`config.mk`:
```
export PLATFORM = sky130hd
export DESIGN_NAME = pipeline_ctrl
export DESIGN_NICKNAME = d
export VERILOG_FILES = /design/src/rtl/lc3b_types.sv /design/src/rtl/sat_counter.sv /design/src/rtl/pipeline_ctrl.sv
export SDC_FILE = /design/constraint.sdc
export NUM_CORES = 1
export LEC_CHECK = 0
export BUFFER_PORTS_ARGS = -buffer_cell sky130_fd_sc_hd__buf_2
export CAP_MARGIN = 20
export CELL_PAD_IN_SITES_DETAIL_PLACEMENT = 1
export CELL_PAD_IN_SITES_GLOBAL_PLACEMENT = 2
export CORE_MARGIN = 3
export CORE_UTILIZATION = 32
export CTS_BUF_LIST = sky130_fd_sc_hd__clkbuf_4 sky130_fd_sc_hd__clkbuf_8
export CTS_CLUSTER_SIZE = 8
export DETAILED_ROUTE_END_ITERATION = 16
export PLACE_DENSITY_LB_ADDON = 0.08
export SKIP_CTS_REPAIR_TIMING = 1
export SLEW_MARGIN = 20
export SYNTH_ARGS = -nofsm -noshare
export SYNTH_HDL_FRONTEND = slang
export SYNTH_SLANG_ARGS = --single-unit
```
`constraint.sdc`:
```
create_clock -name clk -period 2.8 [get_ports clk]
set_clock_uncertainty 0.05 [all_clocks]
set_input_delay 0.56 -clock clk [delete_from_list [all_inputs] [get_ports clk]]
set_output_delay 0.56 -clock clk [all_outputs]
set_load 0.05 [all_outputs]
```
`src/rtl/lc3b_types.sv`:
```
// Shared LC-3b pipeline types: controller state encoding and counter sizing.
package lc3b_types;

   typedef enum logic [1:0] {
      CTRL_RUN           = 2'd0,
      CTRL_MEM_WAIT      = 2'd1,
      CTRL_REDIRECT_WAIT = 2'd2
   } lc3b_ctrl_state;

   localparam int CTRL_CNT_W = 16;

endpackage

```
`src/rtl/sat_counter.sv`:
```
// Up-counter that sticks at all-ones; only reset brings it back to zero.
module sat_counter #(
   parameter int width = 16
) (
   input  logic             clk,
   input  logic             reset_n,
   input  logic             inc,
   output logic [width-1:0] count
);

   localparam logic [width-1:0] ONE = {{(width-1){1'b0}}, 1'b1};

   always_ff @(posedge clk or negedge reset_n) begin
      if (!reset_n) begin
         count <= '0;
      end else if (inc && (count != '1)) begin
         count <= count + ONE;
      end
   end

endmodule

```
`src/rtl/pipeline_ctrl.sv`:
```
// Hazard and redirect controller for the five-stage LC-3b pipeline: stage
// load/flush gating, WB-resolved redirects and performance counters.
module pipeline_ctrl
   import lc3b_types::*;
#(
   parameter int CNT_W = CTRL_CNT_W
) (
   input  logic             clk,
   input  logic             reset_n,
   input  logic             icache_resp,
   input  logic             icache_busy,
   input  logic             dmem_req,
   input  logic             dcache_resp,
   input  logic             ld_use,
   input  logic             wb_valid,
   input  logic             branch_enable,
   input  logic             wb_indirect,
   input  logic [15:0]      redirect_addr,
   output logic             load_pc,
   output logic             load_if_id,
   output logic             load_id_ex,
   output logic             load_ex_mem,
   output logic             load_mem_wb,
   output logic             flush_if_id,
   output logic             flush_id_ex,
   output logic             flush_ex_mem,
   output logic             flush_mem_wb,
   output logic             pc_redirect,
   output logic [15:0]      pc_target,
   output logic             dmem_inhibit,
   output logic [1:0]       ctrl_state,
   output logic [CNT_W-1:0] mispredict_count,
   output logic [CNT_W-1:0] stall_count
);

   lc3b_ctrl_state state, next_state;
   logic [15:0]    target_q;
   logic           redirect;
   logic           mem_stall;
   logic           fetch_hold;
   logic           latch_target;
   logic           mispredict_inc;

   assign redirect   = wb_valid & (branch_enable | wb_indirect);
   assign mem_stall  = dmem_req & ~dcache_resp;
   assign fetch_hold = ~icache_resp | ld_use;
   assign ctrl_state = state;

   always_ff @(posedge clk or negedge reset_n) begin
      if (!reset_n) begin
         state <= CTRL_RUN;
      end else begin
         state <= next_state;
      end
   end

   // A redirect that cannot go out yet because a fetch is still in flight
   // parks its target here until the icache answers.
   always_ff @(posedge clk or negedge reset_n) begin
      if (!reset_n) begin
         target_q <= 16'h0000;
      end else if (latch_target) begin
         target_q <= redirect_addr;
      end
   end

   always_comb begin
      next_state     = state;
      load_pc        = 1'b0;
      load_if_id     = 1'b0;
      load_id_ex     = 1'b0;
      load_ex_mem    = 1'b0;
      load_mem_wb    = 1'b0;
      flush_if_id    = 1'b0;
      flush_id_ex    = 1'b0;
      flush_ex_mem   = 1'b0;
      flush_mem_wb   = 1'b0;
      pc_redirect    = 1'b0;
      pc_target      = redirect_addr;
      dmem_inhibit   = 1'b0;
      latch_target   = 1'b0;
      mispredict_inc = 1'b0;

      unique case (state)
         CTRL_RUN: begin
            if (redirect) begin
               // The MEM instruction is wrong-path, so its access is killed
               // even when it would otherwise stall the pipe.
               dmem_inhibit   = 1'b1;
               flush_if_id    = 1'b1;
               flush_id_ex    = 1'b1;
               flush_ex_mem   = 1'b1;
               flush_mem_wb   = 1'b1;
               load_if_id     = 1'b1;
               load_id_ex     = 1'b1;
               load_ex_mem    = 1'b1;
               load_mem_wb    = 1'b1;
               mispredict_inc = 1'b1;
               if (icache_busy && !icache_resp) begin
                  latch_target = 1'b1;
                  next_state   = CTRL_REDIRECT_WAIT;
               end else begin
                  load_pc     = 1'b1;
                  pc_redirect = 1'b1;
               end
            end else if (mem_stall) begin
               load_mem_wb  = 1'b1;
               flush_mem_wb = 1'b1;
               next_state   = CTRL_MEM_WAIT;
            end else begin
               load_pc     = ~fetch_hold;
               load_if_id  = ~fetch_hold;
               load_id_ex  = 1'b1;
               load_ex_mem = 1'b1;
               load_mem_wb = 1'b1;
               flush_id_ex = fetch_hold;
            end
         end

         CTRL_MEM_WAIT: begin
            if (dcache_resp) begin
               load_pc     = ~fetch_hold;
               load_if_id  = ~fetch_hold;
               load_id_ex  = 1'b1;
               load_ex_mem = 1'b1;
               load_mem_wb = 1'b1;
               flush_id_ex = fetch_hold;
               next_state  = CTRL_RUN;
            end else begin
               load_mem_wb  = 1'b1;
               flush_mem_wb = 1'b1;
            end
         end

         CTRL_REDIRECT_WAIT: begin
            pc_target    = target_q;
            dmem_inhibit = 1'b1;
            flush_if_id  = 1'b1;
            flush_id_ex  = 1'b1;
            flush_ex_mem = 1'b1;
            flush_mem_wb = 1'b1;
            load_if_id   = 1'b1;
            load_id_ex   = 1'b1;
            load_ex_mem  = 1'b1;
            load_mem_wb  = 1'b1;
            if (icache_resp) begin
               load_pc     = 1'b1;
               pc_redirect = 1'b1;
               next_state  = CTRL_RUN;
            end
         end

         default: begin
            next_state = CTRL_RUN;
         end
      endcase

      // Reset forces a safe, fully-flushed pipeline independent of the clock.
      if (!reset_n) begin
         next_state     = CTRL_RUN;
         load_pc        = 1'b0;
         load_if_id     = 1'b0;
         load_id_ex     = 1'b0;
         load_ex_mem    = 1'b0;
         load_mem_wb    = 1'b0;
         flush_if_id    = 1'b1;
         flush_id_ex    = 1'b1;
         flush_ex_mem   = 1'b1;
         flush_mem_wb   = 1'b1;
         pc_redirect    = 1'b0;
         pc_target      = 16'h0000;
         dmem_inhibit   = 1'b1;
         latch_target   = 1'b0;
         mispredict_inc = 1'b0;
      end
   end

   sat_counter #(.width(CNT_W)) u_mispredict_cnt (
      .clk     (clk),
      .reset_n (reset_n),
      .inc     (mispredict_inc),
      .count   (mispredict_count)
   );

   sat_counter #(.width(CNT_W)) u_stall_cnt (
      .clk     (clk),
      .reset_n (reset_n),
      .inc     (~load_pc),
      .count   (stall_count)
   );

endmodule
```
==> summary.txt, run 1 <==
Vias/cell - 4.896
drt total wl - 6780 um
multi-input logic area - 0.001446 mm^2
P per Cell Area - 777.1 mW/mm^2
global route overflow - 0
pin count of the biggest net entering global routing - 75
period utilisation layout - 92.27%
minimum clock period after layout - 2.583 ns
fin. max-slew vios - 0
Distinct cells, synth - 46
starting utilization of the core area - 33.36%
share of cells above drive strength 1 - 41.74%
first-pass GRT wire length - 11380 um
via count - 2203
IO Pins - 87
clock root cell - clkbuf_8
WS Path Type - reg2out
DP Wirelength - 5043 um
Max Cap Viol - 0
WP data required - 2.19 ns
H-tree levels - 2
# diodes - 0
Buf/Inv on CP - 1
Min Hold Slack - 0.2526 ns
cells after synthesis - 260
Hold Path Class - in2async
Clock transition at path regs - 0.09 ns
crit path cell chain - nor2b_4, o211ai_2, o31ai_4, buf_2
vias in the first global route - 2180
#FFs+latches synth - 50
crit end category - primary output
Critical Path Fanout Max - 17
nets - 372
RSZ-0062 raised after global routing - false
final core occ - 41.34%
First DRT Iteration DRCs - 79
setup TNS - 0 ns
FF/Latch Area - 0.001251 mm^2
standard-cell row count - 33
GPL Wtd Cong - 0.7336
CP delay by family, top - flip-flops
TritonCTS clock tree - done
max_slew headroom - 68.32%
clk sink count - 50
status - complete, no violations
TritonRoute pass-1 iters - 3
CP max stage cell - dfrtp_1
clk buf depth - 2
# fillers - 976
initial antenna violation count - 0
sequential fraction of the synthesis area - 45.19%
endpoints failing hold - 0
Setup WS pre-CTS - 0.4494 ns
die width - 99.02 um
VDD IR max - 0.0004830 V
final setup margin - 0.2165 ns
Mapped Area - 0.002769 mm^2
die height - 99.02 um
final setup vio count - 0
antenna viol nets, final - 0
fmax - 387.1 MHz
R2R setup slack - 0.57 ns
GRT Util Overall - 14.25%
Ys Warns - 0
Layout Area Growth over Synthesis - 23.90%
crit start category - flip-flop
slew of the pin with the lowest slew margin - 0.4703 ns
critical path arrival - 1.97 ns
Max stage delay on crit path - 0.60 ns
worst skew pair latency - 0.30 ns
IO buf count - 86
core box area - 0.008299 mm^2
Mapped Nets - 288
wire per inst - 15.07 um
leakage power - 0.001634 uW
Num CTS Buffers - 5
die area - 0.009805 mm^2
drc violations - 0
Synth Area per Inst - 10.65 um^2
[placed cells by master (no fill, tap or decap), types with 2 or more instances in the layout]
cell type  Yosys  final
ha_1           2      2
a21boi_2       0      9
o21bai_1       2      2
nor2_1         5      5
clkbuf_8       0      8
a21oi_1        3      3
nand4_1        8      8
xor2_1        16     16
nor3_2         2      2
buf_2          0     86
and2_1         2      2
a21boi_1       1      8
and4_1         3      3
nor3_1         6      6
nor2b_1        3      3
inv_1          2      2
nand2b_1       4      4
xnor2_1       12     12
nand3_1       10     10
buf_4          3      4
nor3b_2        3      3
nor4_2         2      2
o21ai_0        6      6
mux2_2        18     18
nand2_1       41     41
dfrtp_1       50     50
and3_1         6      6
nor3b_1        2      2
o21a_1         3      3
[metal layers]
| metal | share of wire [%] | GRT usage [%] | vias up |
|---|---|---|---|
| li1 | - | - | 1070 |
| met1 | 49 | 20.63 | 1073 |
| met2 | 44 | 21.02 | 55 |
| met3 | 6.3 | 3.609 | 5 |
| met4 | 0.96 | 4.097 | 0 |
| met5 | 0 | 0 | - |
[synth_stat cells (all sizes together)]
cell	instances	area, um^2
dfrtp	50	1251
nand2	41	153.9
mux2	19	214.0
a21boi	18	135.1
xor2	16	140.1
xnor2	12	105.1
nand3	10	50.05
nand4	8	50.05
nor3	8	50.05
buf	7	67.56
clkbuf	7	26.28
nor2	7	36.29
and3	6	37.54
nor3b	6	71.32
o21ai	6	30.03
nand2b	4	25.02
nor2b	4	32.53
a21oi	3	15.01
and4	3	26.28
inv	3	11.26
o21a	3	22.52
and2	2	12.51
ha	2	25.02
nor4	2	25.02
nor4b	2	23.77
o21bai	2	15.01
a211oi	1	7.510
a311oi	1	8.760
a31oi	1	21.27
and4bb	1	12.51
nand4b	1	15.01
nor4bb	1	10.01
o211ai	1	12.51
o31ai	1	21.27
or2b	1	7.510
[final timing paths]
| check | cells past startpoint | startpoint | to |
|---|---|---|---|
| max in group asynchronous | 2 | reset_n | u_mispredict_cnt.count[8] |
| max reg2reg | 6 | ctrl_state[1] | u_stall_cnt.count[14] |
| max | 4 | ctrl_state[1] | load_pc |
| min reg2reg | 1 | u_mispredict_cnt.count[11] | u_mispredict_cnt.count[11] |
| min in group clk | 2 | dcache_resp | ctrl_state[0] |
| min | 2 | reset_n | target_q[0] |
[per-stage QoR]
step                std cells  power, uW  area, um^2
floorplan                 260       1923        2803
global placement          442       2188        3321
detailed placement        442       2214        3321
CTS                       450       2718        3431
global route              450       2840        3431
finish                    450       2666        3431
[cell type report]
cell class                 instances  area share [%]
clock buffer                       8           3.209
inverter                           3          0.3282
tap                              105           3.829
multi-input combinational        193           42.16
sequential                        50           36.47
timing repair buffer              91           14.00
[state kept, by name, indices dropped and copies added, names as in the netlist]
signal and count:
u_mispredict_cnt.count 16, ctrl_state 2, u_stall_cnt.count 16, target_q 16
[logic make-up after synthesis]
| family | Yosys count | synth area share (%) |
|---|---|---|
| flip-flops | 50 | 45.19 |
| AO/OA/AOI/OAI | 37 | 10.44 |
| XOR/XNOR | 28 | 8.857 |
| buffers and inverters | 17 | 3.796 |
| AND/OR/NAND/NOR | 107 | 23.09 |
| adder cells (fa/ha/maj) | 2 | 0.9036 |
| multiplexers | 19 | 7.727 |
[where the power goes]
group          internal [uW]  switching (uW)  leakage (uW)  total (uW)
Combinational            320             769      0.000957        1090
Sequential               905             188      0.000619        1090
Clock                    250             234     0.0000575         484
Total                   1480            1190       0.00163        2670
Note: power is estimated with default switching activity, not from simulation.
==> run 2: changes to the inputs <==
Settings changed: ABC_CLOCK_PERIOD_IN_PS set to 2800, CORE_MARGIN 3 to 4.
==> summary.txt, run 2 (same netlist as run 1, synthesis figures left out) <==
drt total wl - 6998 um (was 6780 um)
Min Hold Slack - 0.2219 ns (was 0.2526 ns)
drc violations - 0 (unchanged)
Critical Path Fanout Max - 16 (was 17)
TritonRoute pass-1 iters - 4 (was 3)
IO Pins - 87 (unchanged)
core box area - 0.008299 mm^2 (unchanged)
antenna viol nets, final - 0 (unchanged)
crit start category - flip-flop (unchanged)
first-pass GRT wire length - 11610 um (was 11380 um)
die area - 0.01021 mm^2 (was 0.009805 mm^2)
endpoints failing hold - 0 (unchanged)
sw frac - 45.52% (was 44.67%)
WP data required - 2.19 ns (about the same)
DP Wirelength - 5205 um (was 5043 um)
leakage power - 0.001623 uW (was 0.001634 uW)
slew of the pin with the lowest slew margin - 0.6102 ns (was 0.4703 ns)
RSZ-0062 raised after global routing - false (unchanged)
final setup vio count - 0 (unchanged)
TritonCTS clock tree - done (unchanged)
initial antenna violation count - 0 (unchanged)
combinational fraction of design power - 42.0% (was 40.8%)
biggest regs - target_q x16, u_mispredict_cnt.count x16, u_stall_cnt.count x16 (unchanged)
final core occ - 41.02% (was 41.34%)
IO buf count - 86 (unchanged)
die height - 101.0 um (was 99.02 um)
Clock Power Share - 16.0% (was 18.2%)
GPL Wtd Cong - 0.7833 (was 0.7336)
wire per inst - 15.59 um (was 15.07 um)
setup TNS - 0 ns (unchanged)
minimum clock period after layout - 2.513 ns (was 2.583 ns)
starting utilization of the core area - 33.36% (unchanged)
Pint - 1418 uW (was 1475 uW)
fmax - 397.9 MHz (was 387.1 MHz)
clk sink count - 50 (unchanged)
max_slew headroom - 59.17% (was 68.32%)
fin. max-slew vios - 0 (unchanged)
First DRT Iteration DRCs - 49 (was 79)
multi-input logic area - 0.001446 mm^2 (unchanged)
clock root cell - clkbuf_8 (unchanged)
Clock transition at path regs - 0.08 ns (was 0.09 ns)
# diodes - 0 (unchanged)
Max Cap Viol - 0 (unchanged)
share of cells above drive strength 1 - 41.57% (was 41.74%)
FF-to-FF path depth - 5 (was 6)
global route overflow - 0 (unchanged)
# fillers - 998 (was 976)
standard-cell row count - 33 (unchanged)
R2R Path Start - u_mispredict_cnt.count[0] (was ctrl_state[1])
vias in the first global route - 2307 (was 2180)
VDD IR max - 0.0004192 V (was 0.0004830 V)
GRT Util Overall - 14.32% (was 14.25%)
Hold Path Class - in2async (unchanged)
period utilisation layout - 89.76% (was 92.27%)
WS Path Type - reg2out (unchanged)
die width - 101.0 um (was 99.02 um)
Vias/cell - 4.982 (was 4.896)
via count - 2237 (was 2203)
reg2reg end - u_mispredict_cnt.count[1] (was u_stall_cnt.count[14])
pin count of the biggest net entering global routing - 52 (was 75)
P per Cell Area - 764.6 mW/mm^2 (was 777.1 mW/mm^2)
Sequential Power Share - 42.0% (was 41.0%)
status - complete, no violations (unchanged)
Non-Filler Instances - 449 (was 450)
FF/Latch Area - 0.001251 mm^2 (unchanged)
total power - 2603 uW (was 2666 uW)
worst skew pair latency - 0.30 ns (about the same)
placed cells - 442 (unchanged)
critical path arrival - 1.90 ns (was 1.97 ns)
R2R setup slack - 0.70 ns (was 0.57 ns)
crit end category - primary output (unchanged)
commonest non-fill, non-tap cell in the layout - buf_2 (unchanged)
H-tree levels - 2 (unchanged)
Layout Area Growth over Synthesis - 22.96% (was 23.90%)
nets - 372 (unchanged)
Num CTS Buffers - 5 (unchanged)
Sw Pwr - 1185 uW (was 1191 uW)
commonest non-fill, non-tap cells in the layout - buf_2, dfrtp_1, nand2_1 (unchanged)
clk buf depth - 2 (unchanged)
==> run 2: cell types whose count changed in the layout (fill, tap and decap cells not counted) <==
| cell | previous run | this run |
|---|---|---|
| clkbuf_8 | 8 | 5 |
| clkbuf_4 | 0 | 2 |
==> run 2: final cells by class <==
cell class	instances	area share, %
Clock buffer	7	2.462
Inverter	3	0.3308
Multi-Input combinational cell	193	42.48
Sequential cell	50	36.75
Tap cell	105	3.859
Timing Repair Buffer	91	14.11
==> run 2: metal layers <==
metal / up-vias / GRT usage [%] / wire length [um]
met2: 57 / 22.84 / 3182
met4: 0 / 3.988 / 65
met3: 4 / 3.460 / 420
li1: 1071 / - / -
met1: 1105 / 19.38 / 3330
met5: - / 0 / 0
==> run 2: power by group through the flow <==
stage	clock, uW	combinational, uW	sequential, uW
2_1_floorplan	0	431	1490
3_3_place_gp	0	1090	1100
3_5_place_dp	0	1110	1110
4_1_cts	448	1110	1090
5_1_grt	479	1160	1130
6_report	417	1090	1090
==> run 2: worst max path at each step <==
stage,start,end,cells past startpoint
after global placement,wb_indirect,flush_mem_wb,7
after global routing,ctrl_state[1],pc_target[4],5
after floorplan,ctrl_state[0],pc_target[10],6
final,ctrl_state[1],pc_target[13],5
after detailed placement,wb_indirect,flush_id_ex,7
after CTS,ctrl_state[1],pc_target[2],5
==> run 2: through the flow <==
step | worst slack [ns] | cell area, um^2
after floorplan | -0.09722 | 2803
after global placement | 0.4602 | 3321
after detailed placement | 0.4211 | 3321
after CTS | 0.2491 | 3405
after global routing | 0.1193 | 3405
final | 0.2868 | 3405
==> run 2: worst max-delay path: stages (launching register included) <==
cell,delay [ns]
dfrtp_1,0.62
nor2b_4,0.24
buf_4,0.24
nand2_1,0.09
a21boi_2,0.13
buf_2,0.27
==> run 3: changes to the inputs <==
Settings changed: CELL_PAD_IN_SITES_DETAIL_PLACEMENT 1 to 0, CELL_PAD_IN_SITES_GLOBAL_PLACEMENT 2 to 1, CORE_UTILIZATION 32 to 40.
==> summary.txt, run 3 (same netlist as run 1, synthesis figures left out) <==
status - complete, no violations (unchanged)
Vias/cell - 5.158 (was 4.982)
IO buf count - 86 (unchanged)
IO Pins - 87 (unchanged)
TritonRoute pass-1 iters - 4 (unchanged)
clk buf depth - 2 (unchanged)
VDD IR max - 0.0006923 V (was 0.0004192 V)
Sw Pwr - 1190 uW (was 1185 uW)
TritonCTS clock tree - done (unchanged)
combinational fraction of design power - 40.3% (was 42.0%)
final core occ - 50.24% (was 41.02%)
clock root cell - clkbuf_8 (unchanged)
worst skew pair latency - 0.30 ns (about the same)
via count - 2187 (was 2237)
Setup WS pre-CTS - 0.4605 ns (was 0.4211 ns)
Worst Setup SP - ctrl_state[1] (unchanged)
WL met1 - 2975 um (was 3330 um)
Max Cap Viol - 0 (unchanged)
critical path arrival - 1.99 ns (was 1.90 ns)
commonest non-fill, non-tap cell in the layout - buf_2 (unchanged)
Clock transition at path regs - 0.10 ns (was 0.08 ns)
slew of the pin with the lowest slew margin - 0.5878 ns (was 0.6102 ns)
vias in the first global route - 2195 (was 2307)
final setup margin - 0.2049 ns (was 0.2868 ns)
WL met3 - 362 um (was 420 um)
GPL Wtd Cong - 0.7475 (was 0.7833)
Critical Path Fanout Max - 8 (was 16)
die area - 0.008317 mm^2 (was 0.01021 mm^2)
FF-to-FF path depth - 7 (was 5)
DP Wirelength - 4558 um (was 5205 um)
Pint - 1493 uW (was 1418 uW)
drt total wl - 6230 um (was 6998 um)
First DRT Iteration DRCs - 42 (was 49)
fin. max-slew vios - 0 (unchanged)
Sequential Power Share - 40.6% (was 42.0%)
starting utilization of the core area - 40.98% (was 33.36%)
GRT Util Overall - 16.20% (was 14.32%)
placed cells - 416 (was 442)
pin count of the biggest net entering global routing - 75 (was 52)
H-tree levels - 2 (unchanged)
drc violations - 0 (unchanged)
reg2reg end - u_stall_cnt.count[14] (was u_mispredict_cnt.count[1])
commonest non-fill, non-tap cells in the layout - buf_2, dfrtp_1, nand2_1 (unchanged)
Hold Path Class - in2async (unchanged)
die height - 91.20 um (was 101.0 um)
Clock Power Share - 19.1% (was 16.0%)
setup TNS - 0 ns (unchanged)
WP data required - 2.19 ns (about the same)
biggest regs - target_q x16, u_mispredict_cnt.count x16, u_stall_cnt.count x16 (unchanged)
global route overflow - 0 (unchanged)
DR top layer - met4 (unchanged)
# diodes - 0 (unchanged)
first-pass GRT wire length - 11090 um (was 11610 um)
leakage power - 0.001632 uW (was 0.001623 uW)
antenna viol nets, final - 0 (unchanged)
WS Path Type - reg2out (unchanged)
standard-cell row count - 30 (was 33)
CP max stage cell - dfrtp_1 (unchanged)
final setup vio count - 0 (unchanged)
clk sink count - 50 (unchanged)
Layout Area Growth over Synthesis - 22.59% (was 22.96%)
WL met2 - 2825 um (was 3182 um)
crit end category - primary output (unchanged)
fmax - 385.3 MHz (was 397.9 MHz)
core box area - 0.006756 mm^2 (was 0.008299 mm^2)
crit path cell chain - buf_4, nor3b_4, inv_2, o31ai_4, buf_2 (was nor2b_4, buf_4, nand2_1, a21boi_2, buf_2)
crit start category - flip-flop (unchanged)
RSZ-0062 raised after global routing - false (unchanged)
max_slew headroom - 60.67% (was 59.17%)
wire per inst - 14.69 um (was 15.59 um)
initial antenna violation count - 0 (unchanged)
R2R Path Start - ctrl_state[1] (was u_mispredict_cnt.count[0])
sw frac - 44.37% (was 45.52%)
period utilisation layout - 92.68% (was 89.76%)
die width - 91.20 um (was 101.0 um)
nets - 371 (was 372)
Min Hold Slack - 0.2236 ns (was 0.2219 ns)
R2R setup slack - 0.57 ns (was 0.70 ns)
Max stage delay on crit path - 0.48 ns (was 0.62 ns)
P per Cell Area - 790.4 mW/mm^2 (was 764.6 mW/mm^2)
Num CTS Buffers - 5 (unchanged)
minimum clock period after layout - 2.595 ns (was 2.513 ns)
endpoints failing hold - 0 (unchanged)
Non-Filler Instances - 424 (was 449)
share of cells above drive strength 1 - 41.57% (unchanged)
## run 3: cell types whose count changed in the layout (fill, tap and decap cells not counted), sizes merged
cell / before / now
clkbuf: 7 / 5
buf: 91 / 90
bufinv: 0 / 1
clkinv: 0 / 1
inv: 3 / 4
## run 3: worst max-delay path by stage
stage / cells after the start / slack (ns) / endpoint
after global placement: 7 / 0.47 / flush_id_ex
after CTS: 5 / 0.13 / load_pc
after global routing: 5 / 0.06 / load_pc
final: 5 / 0.20 / load_pc
after floorplan: 6 / -0.1 / pc_target[10]
after detailed placement: 7 / 0.46 / flush_mem_wb
## run 3: routing by layer
layer	vias up	track usage, %
met4	0	4.146
met1	1049	22.60
met5	-	0
met3	7	4.225
li1	1071	-
met2	60	25.08
## run 3: worst max-delay path, delay by kind of cell, from the launching register on
kind | cells | cell delay [ns]
buffers and inverters | 3 | 0.60
DFF | 1 | 0.48
and+or+nand+nor | 1 | 0.34
AOI/OAI and AO/OA | 1 | 0.28
## run 3: area by class of cell
class	count	area, um^2
clock buffers	5	68.82
clock inverters	3	43.79
fillers	699	3362
inverters	3	11.26
multi-input cells	193	1446
flip-flops and latches	50	1251
well taps	80	100.1
repair buffers	90	473.0
## run 3: power groups by stage
stage                     Combinational (uW)  Clock [uW]  Sequential, uW
after floorplan                          431           0            1490
after global placement                  1090           0            1100
after detailed placement                1100           0            1100
after CTS                               1100         533            1090
after global routing                    1160         562            1130
final                                   1080         512            1090
## run 3: metrics by stage
step,instance area [um^2],power [uW]
finish,3395,2683
floorplan,2803,1923
detailed placement,3282,2201
CTS,3395,2723
global placement,3282,2185
global route,3395,2851
